## src/rtl/half_subractor_pkg.sv

```systemverilog
// Shared constants for the half subtractor: default widths and the per-bit
// truth table, indexed by {a,b}.
package half_subractor_pkg;

  localparam int unsigned DEF_WIDTH = 1;
  localparam int unsigned DEF_CNT_W = 8;

  // Bit {a,b} of each table gives the result for that operand pair.
  localparam logic [3:0] TT_DIFF = 4'b0110;
  localparam logic [3:0] TT_BOR  = 4'b0010;

endpackage : half_subractor_pkg

```

## src/rtl/half_sub_cell.sv

```systemverilog
// One-bit half subtractor: difference and borrow of a minus b.
module half_sub_cell (
  output logic diff,
  output logic bor,
  input  logic a,
  input  logic b
);

  assign diff = a ^ b;
  assign bor  = ~a & b;

endmodule : half_sub_cell

```

## src/rtl/half_subractor.sv

```systemverilog
// WIDTH-bit bitwise half subtractor with a registered result stage and a
// saturating count of accepted samples that produced any borrow.
module half_subractor
  import half_subractor_pkg::*;
#(
  parameter int unsigned WIDTH = DEF_WIDTH,
  parameter int unsigned CNT_W = DEF_CNT_W
) (
  output logic [WIDTH-1:0] diff,
  output logic [WIDTH-1:0] bor,
  input  logic [WIDTH-1:0] a,
  input  logic [WIDTH-1:0] b,
  input  logic             clk,
  input  logic             rst_n,
  input  logic             in_valid,
  output logic [WIDTH-1:0] diff_q,
  output logic [WIDTH-1:0] bor_q,
  output logic             out_valid,
  output logic [CNT_W-1:0] bor_cnt
);

  for (genvar i = 0; i < WIDTH; i++) begin : g_cell
    half_sub_cell u_cell (
      .diff (diff[i]),
      .bor  (bor[i]),
      .a    (a[i]),
      .b    (b[i])
    );
  end

  logic any_bor;
  logic cnt_full;

  assign any_bor  = |bor;
  assign cnt_full = (bor_cnt == '1);

  always_ff @(posedge clk or negedge rst_n) begin
    if (!rst_n) begin
      diff_q    <= '0;
      bor_q     <= '0;
      out_valid <= 1'b0;
      bor_cnt   <= '0;
    end else begin
      out_valid <= in_valid;
      if (in_valid) begin
        diff_q <= diff;
        bor_q  <= bor;
        // Counter sticks at all-ones rather than wrapping.
        if (any_bor && !cnt_full) begin
          bor_cnt <= bor_cnt + CNT_W'(1);
        end
      end
    end
  end

endmodule : half_subractor

```

## config.mk

```make
export PLATFORM = sky130hd
export DESIGN_NAME = half_subractor
export DESIGN_NICKNAME = d
export VERILOG_FILES = /design/src/rtl/half_subractor_pkg.sv /design/src/rtl/half_sub_cell.sv /design/src/rtl/half_subractor.sv
export SDC_FILE = /design/constraint.sdc
export NUM_CORES = 1
export LEC_CHECK = 0
export CAP_MARGIN = 25
export CORE_MARGIN = 8
export CORE_UTILIZATION = 43
export CTS_CLUSTER_DIAMETER = 120
export DETAILED_ROUTE_END_ITERATION = 6
export HOLD_SLACK_MARGIN = 0.1
export PLACE_DENSITY_LB_ADDON = 0.12
export SLEW_MARGIN = 20
export SYNTH_ARGS = -nofsm -noshare
export SYNTH_HDL_FRONTEND = slang
export SYNTH_SLANG_ARGS = --single-unit
```

## constraint.sdc

```tcl
create_clock -name clk -period 1.5 [get_ports clk]
set_input_delay 0.225 -clock clk [delete_from_list [all_inputs] [get_ports clk]]
set_output_delay 0.225 -clock clk [all_outputs]
set_load 0.02 [all_outputs]
```

==> summary.txt, run 1 <==
Run status
  – Status: finished clean

Synth
  – Predominant post-synthesis flop cell: dfrtp_1
  – Mapped Cells: 51
  – Distinct cell type count after synthesis: 26
  – Mapped cell area: 568 sq um
  – Most common library cells after synthesis: 11 x dfrtp_1, 6 x a21oi_1, 4 x nand3_1, 3 x mux2_2
  – Sequential share of the synthesized area: 48.5%
  – Largest cells by area after synthesis: dfrtp_1 48%, mux2_2 5.9%, a21oi_1 5.3%
  – Cell taking the most area after synthesis: dfrtp_1
  – Synth warn: 0
  – Post-synth EDFFs: 0
  – Mapped Nets: 58
  – FF+latch count, synth: 11
  – Syn_area_per_cell: about 11 sq um
  – Synth top area share: 48.5%
  – Async set or reset register ratio after synthesis: 100%
  – Most common cell in the synthesized netlist: dfrtp_1

Floorplanning
  – # IOs: 18
  – Row count: 13
  – Starting Density: 44.8%
  – Chip Width: 52.3 microns
  – Die footprint: around 2700 sq um
  – Core box area: 1270 sq um
  – Die Span Y: 52.3 microns

Setup path
  – Crit path max fanout: 2
  – Startpoint types: flip-flop
  – CP max stage cell: clkdlybuf4s50_1
  – Max incr delay on CP: 0.60 ns
  – CP required: around 1.3 ns
  – Crit end category: output port
  – CP Cell Sequence: clkdlybuf4s50_1
  – Arrival @ worst endpoint: around 1.2 ns
  – Bufs and invs on worst path: 1
  – Top Family by Delay on Critical Path: buffers and inverters
  – Critical path class: reg -> out

Clock network
  – Clock Root Buffer: clkbuf_4
  – Longest Clk Path Bufs: 2
  – CTS tree: done
  – Clk_lat worst skew: 0.27 ns
  – Cts hold-fix bufs: 0
  – Clock buffer count from CTS: 3
  – Clock Sinks: 11
  – CTS H-tree depth: 1
  – CTS clk-pin slew, worst paths: 0.07 ns

STA
  – Max Clock Skew: 0.000611 ns
  – # setup viols final: 0
  – Max Transition Viols Final: 0
  – Fmax: 694 MHz
  – Final period utilization: between 90% and 100%
  – Worst slew pin tran: 0.479 ns
  – Worst rel slew slack: 68.0%
  – Setup TNS: 0 ns
  – RSZ-0062 raised after global routing: false
  – Final min period: roughly 1.4 ns
  – Final hold vios: 0

Cells and area
  – Inserted Diodes: 0
  – Final core occ: 66.7%
  – Design area: 846 sq um
  – Final nets: 88
  – Fill cells: 104
  – Final std cells w/o fill: 95
  – P&R area growth vs syn: 48.9%
  – Fraction of layout cells with a size suffix above 1: ~34%

Global routing
  – Initial antenna violation count: 0
  – Global-route wire length before repair: 2.27 mm
  – Number of global-route vias before repair: 502
  – GR Util All Layers: 10.8%
  – Largest net degree at the start of global routing: 12
  – Gr ovfl total: 0

Placement
  – Routability cong.: around 0.83
  – Post-DP HPWL: around 1.0 mm
  – Cell area after placement: 806 sq um
  – Port-buffer cells: 17
  – Number of placed instances, taps included: 89

Power
  – P_leak: 0.413 nW
  – Worst-case vdd ir drop: 0.629 mV
  – PwrDens: 1400 nW/um^2

Drt
  – Iteration count of the initial detailed-routing pass: 4
  – DR vias: 497
  – Wl on met1: 575 microns
  – Met3 routed WL: 85 microns
  – Drt wl/cell: 14.2 microns
  – Max layer used: met4
  – Remaining antenna violation count after routing: 0
  – Final wirelength: around 1.4 mm
  – DR WL met2: about 680 microns
  – Vias per inst: 5.23
  – DRC viols: 0
  – DRT iter0 DRCs: 7

Worst hold path
  – Hold Crit Class: in -> async

Job
  – Max Cap Viol: 0
==> per-layer routing <==
metal	up-vias	global-route usage, %
met5	-	0
met2	12	16.8
li1	249	-
met3	2	4.83
met1	234	12.4
met4	0	4.74
==> final cells by class <==
class | count | area, sq um | share of cell area, %
clock buffers | 4 | 26.3 | 3.11
repair buffers | 27 | 234 | 27.7
multi-input cells | 36 | 283 | 33.4
well taps | 15 | 18.8 | 2.22
inverters | 2 | 7.51 | 0.888
flip-flops and latches | 11 | 277 | 32.7
==> final timing paths <==
| path | from | end | slack, ns | depth (start not counted) |
|---|---|---|---|---|
| min in group clk | diff_q | diff_q | 0.51 | 1 |
| min reg2reg | diff_q | diff_q | 0.51 | 1 |
| max in group asynchronous | rst_n | bor_cnt[0] | 0.87 | 1 |
| max reg2reg | bor_cnt[1] | bor_cnt[6] | 0.10 | 4 |
| max | diff_q | diff_q | 0.06 | 1 |
| min | rst_n | out_valid | 0.28 | 1 |
==> where the power goes <==
group	switching, mW	leakage, nW	internal (mW)
clock network	0.104	0.0150	0.103
registers	0.0869	0.139	0.370
logic	0.266	0.260	0.250
==> placed cells by master (no fill, tap or decap), types with 2 or more instances in the layout <==
cell             count
buf_4               10
and3_1               2
clkbuf_4             3
nand3_1              4
dlygate4sd2_1        8
dfrtp_1             10
mux2_2               3
clkdlybuf4s50_1      6
nand4_1              2
a21oi_1              6
inv_1                2
and2_1               2
ha_2                 2
==> metrics by stage <==
| stage | total power, mW | setup WS (ns) | hold slack, ns |
|---|---|---|---|
| after floorplan | 0.717 | 0.0162 | -0.0706 |
| after global placement | 0.968 | -0.366 | 0.491 |
| after detailed placement | 0.987 | -0.404 | 0.496 |
| after CTS | 1.14 | 0.0107 | 0.298 |
| after global routing | 1.26 | 0.00922 | 0.324 |
| final | 1.18 | 0.0586 | 0.277 |
==> sequential cells by signal, indices dropped and copies added, names as in the netlist <==
name and flops:
diff_q 1, bor_q 1, out_valid 1, bor_cnt 8
==> cells by family after synthesis <==
kind of cell	share of synthesized area, %
XOR/XNOR	1.54
multiplexers	10.6
adder cells (fa/ha/maj)	4.40
AO/OA/AOI/OAI	10.1
flip-flops	48.5
buffers and inverters	3.52
AND/OR/NAND/NOR	21.4
==> what timing repair did <==
action / in CTS / in global routing
endpoints found under the setup margin: 11 / 4
setup buffers: 0 / 2
gates resized for setup: 16 / 3
pin swaps: 0 / 1
Note: power is estimated with default switching activity, not from simulation.
==> run 2, diff against run 1 <==
--- a/config.mk
+++ b/config.mk
@@ -5,13 +5,14 @@
 export SDC_FILE = /design/constraint.sdc
 export NUM_CORES = 1
 export LEC_CHECK = 0
+export ABC_AREA = 1
 export CAP_MARGIN = 25
-export CORE_MARGIN = 8
-export CORE_UTILIZATION = 43
+export CORE_AREA = 8 8 45 47
 export CTS_CLUSTER_DIAMETER = 120
 export DETAILED_ROUTE_END_ITERATION = 6
+export DIE_AREA = 0 0 53 55
 export HOLD_SLACK_MARGIN = 0.1
-export PLACE_DENSITY_LB_ADDON = 0.12
+export PLACE_DENSITY_LB_ADDON = 0.2
 export SLEW_MARGIN = 20
 export SYNTH_ARGS = -nofsm -noshare
 export SYNTH_HDL_FRONTEND = slang
==> constraint.sdc (replaced) <==
create_clock -name clk -period 1.7 [get_ports clk]
set_input_delay 0.255 -clock clk [delete_from_list [all_inputs] [get_ports clk]]
set_output_delay 0.255 -clock clk [all_outputs]
set_load 0.02 [all_outputs]
==> summary.txt, run 2 <==
Run status
  – Status: finished clean

STA
  – Final hold vios: 0 (unchanged)
  – Worst rel slew slack: 66.8% (-1.2 points)
  – Worst slew pin tran: 0.497 ns (+0.0176 ns)
  – Fmax: 612 MHz
  – Max Transition Viols Final: 0 (unchanged)
  – Final min period: 1.63 ns
  – Worst hold slack: 0.316 ns (+0.0399 ns)
  – Final period utilization: 96.1%
  – RSZ-0062 raised after global routing: false
  – # setup viols final: 0 (unchanged)
  – Worst Slack Setup Final: 0.0669 ns (+0.00835 ns)
  – Max Clock Skew: 0.00486 ns (+0.00425 ns)

Drt
  – Drt wl/cell: 11.4 microns (-20%)
  – DR vias: 523 (+5.2%)
  – DRC viols: 0 (unchanged)
  – Final wirelength: 1.29 mm (-4.4%)
  – DRT iter0 DRCs: 4 (-3)
  – Remaining antenna violation count after routing: 0 (unchanged)
  – Iteration count of the initial detailed-routing pass: 3 (-1)
  – Vias per inst: 4.59 (-12%)

Cells and area
  – Inserted Diodes: 0 (unchanged)
  – Most frequent cells in the layout: 32 x nand2_1, 15 x clkdlybuf4s50_1, 11 x dfrtp_1, 9 x inv_1, 5 x nor2_1
  – Fraction of layout cells with a size suffix above 1: 11.2% (-23 points)
  – P&R area growth vs syn: 36.0%
  – Commonest non-fill, non-tap cell in the layout: nand2_1
  – Final nets: 106 (+20%)
  – Max reg flops: 8 (unchanged)
  – Register bank with the most flops: bor_cnt
  – Final core occ: 59.4% (-7.3 points)

Clock network
  – Postcts setup bufs: 0 (unchanged)
  – CTS tree: done
  – Clock Root Buffer: clkbuf_4
  – Clock Sinks: 11 (unchanged)
  – Clock buffer count from CTS: 3 (unchanged)
  – Longest Clk Path Bufs: 2 (unchanged)
  – CTS clk-pin slew, worst paths: 0.08 ns (about the same)
  – Clk_lat worst skew: 0.27 ns (about the same)
  – Cts repair resizes: 2 (-14)
  – CTS H-tree depth: 1 (unchanged)
  – Cts hold-fix bufs: 0 (unchanged)

Setup path
  – Bufs and invs on worst path: 1 (unchanged)
  – CP max stage cell: clkdlybuf4s50_1
  – CP Cell Sequence: clkdlybuf4s50_1
  – Top Family by Delay on Critical Path: buffers and inverters
  – Critical path class: reg -> out
  – Crit end category: output port
  – Startpoint types: flip-flop
  – CP required: 1.44 ns (+0.17 ns)
  – R2R setup slack: 0.38 ns (+0.28 ns)
  – Crit path max fanout: 6 (+4)
  – Max incr delay on CP: 0.65 ns (+0.05 ns)
  – Arrival @ worst endpoint: 1.38 ns (+0.16 ns)

Global routing
  – Largest net degree at the start of global routing: 12 (unchanged)
  – Initial antenna violation count: 0 (unchanged)
  – GR Util All Layers: 9.77% (-1.0 points)
  – Global-route wire length before repair: 2.15 mm (-5.5%)
  – Gr ovfl total: 0 (unchanged)
  – Number of global-route vias before repair: 516 (+2.8%)

Power
  – P_leak: 0.416 nW (+0.60%)
  – Worst-case vdd ir drop: 0.775 mV (+23%)
  – Total power: 0.831 mW (-30%)
  – PwrDens: 1010 nW/um^2 (-28%)

Synth
  – Post-synth EDFFs: 0 (unchanged)
  – Cell taking the most area after synthesis: dfrtp_1
  – FF+latch count, synth: 11 (unchanged)
  – Sequential share of the synthesized area: 45.5% (-2.9 points)
  – Distinct cell type count after synthesis: 18 (-31%)
  – Largest cells by area after synthesis: dfrtp_1 46%, nand2_1 20%, inv_1 5.6%
  – Predominant post-synthesis flop cell: dfrtp_1
  – Mapped cell area: 604 sq um (+6.4%)
  – Async set or reset register ratio after synthesis: 100% (unchanged)
  – Syn_area_per_cell: 7.95 sq um (-29%)
  – Mapped Cells: 76 (+49%)
  – Mapped Nets: 83 (+43%)
  – Synth top area share: 45.5% (-2.9 points)
  – Synth warn: 0 (unchanged)
  – Most common library cells after synthesis: 32 x nand2_1, 11 x dfrtp_1, 9 x inv_1, 5 x nor2_1, 3 x nand3_1
  – Most common cell in the synthesized netlist: nand2_1

Placement
  – Pre-CTS setup slack: -0.265 ns (+0.139 ns)
  – Port-buffer cells: 17 (unchanged)
  – Post-DP HPWL: 988 microns (-5.0%)
  – Routability cong.: 0.700 (-15%)

Worst hold path
  – Hold Crit Class: in -> async

Job
  – Max Cap Viol: 0 (unchanged)

Floorplanning
  – Chip Width: 53 microns (+1.3%)
  – Core box area: 1380 sq um (+9.1%)
  – Die footprint: 2920 sq um (+6.4%)
  – Row count: 14 (+1)
  – Die Span Y: 55 microns (+5.1%)
  – # IOs: 18 (unchanged)
  – Starting Density: 43.7% (-1.1 points)
## run 2: changes by cell type after synthesis, sizes merged, moves of 2 or more
cell / delta
and2: -3
and4: -2
mux2: -5
nand2: +34
xor2: +2
nor2: +7
inv: +8
a21oi: -5
and3: -2
nand4: -2
## run 2: kinds of logic after synthesis
family,after synthesis,synth area share [%]
simple gates,47,36.9
flops,11,45.5
buf+inv,10,6.63
compound gates,3,2.48
xor+xnor,3,4.35
fa+ha+maj,2,4.14
## run 2: cell type report
class	instances	area, sq um
Tap cell	16	20.0
Inverter	10	40.0
Fill cell	140	562
Multi-Input combinational cell	55	289
Sequential cell	11	275
Timing Repair Buffer	18	171
Clock buffer	4	26.3
## run 2: layer usage
metal	routed length [microns]	global-route usage, %	up-vias
li1	-	-	276
met1	579	11.9	237
met2	633	16.0	8
met3	71	3.48	2
met4	10	2.59	0
met5	0	0	-
## run 2: path summary, 6_finish.rpt
path                                 start          to  cells after the start
worst max-delay path            bor_cnt[2]  bor_cnt[2]                      1
worst max register to register  bor_cnt[0]  bor_cnt[6]                      8
worst min-delay path                 rst_n  bor_cnt[1]                      1
worst min register to register       bor_q       bor_q                      2
min in group clk                     bor_q       bor_q                      2
max in group asynchronous            rst_n  bor_cnt[5]                      1
## run 2: stage by stage
| stage | setup TNS [ns] | area, sq um | instances |
|---|---|---|---|
| 2_1_floorplan | 0 | 604 | 76 |
| 3_3_place_gp | -0.275 | 802 | 110 |
| 3_5_place_dp | -0.314 | 802 | 110 |
| 4_1_cts | 0 | 826 | 114 |
| 5_1_grt | 0 | 822 | 114 |
| 6_report | 0 | 822 | 114 |
## run 2: where the power goes
group	switching (mW)	internal (mW)
Sequential	0.0553	0.305
Combinational	0.152	0.135
Clock	0.0929	0.0906
Total	0.300	0.530
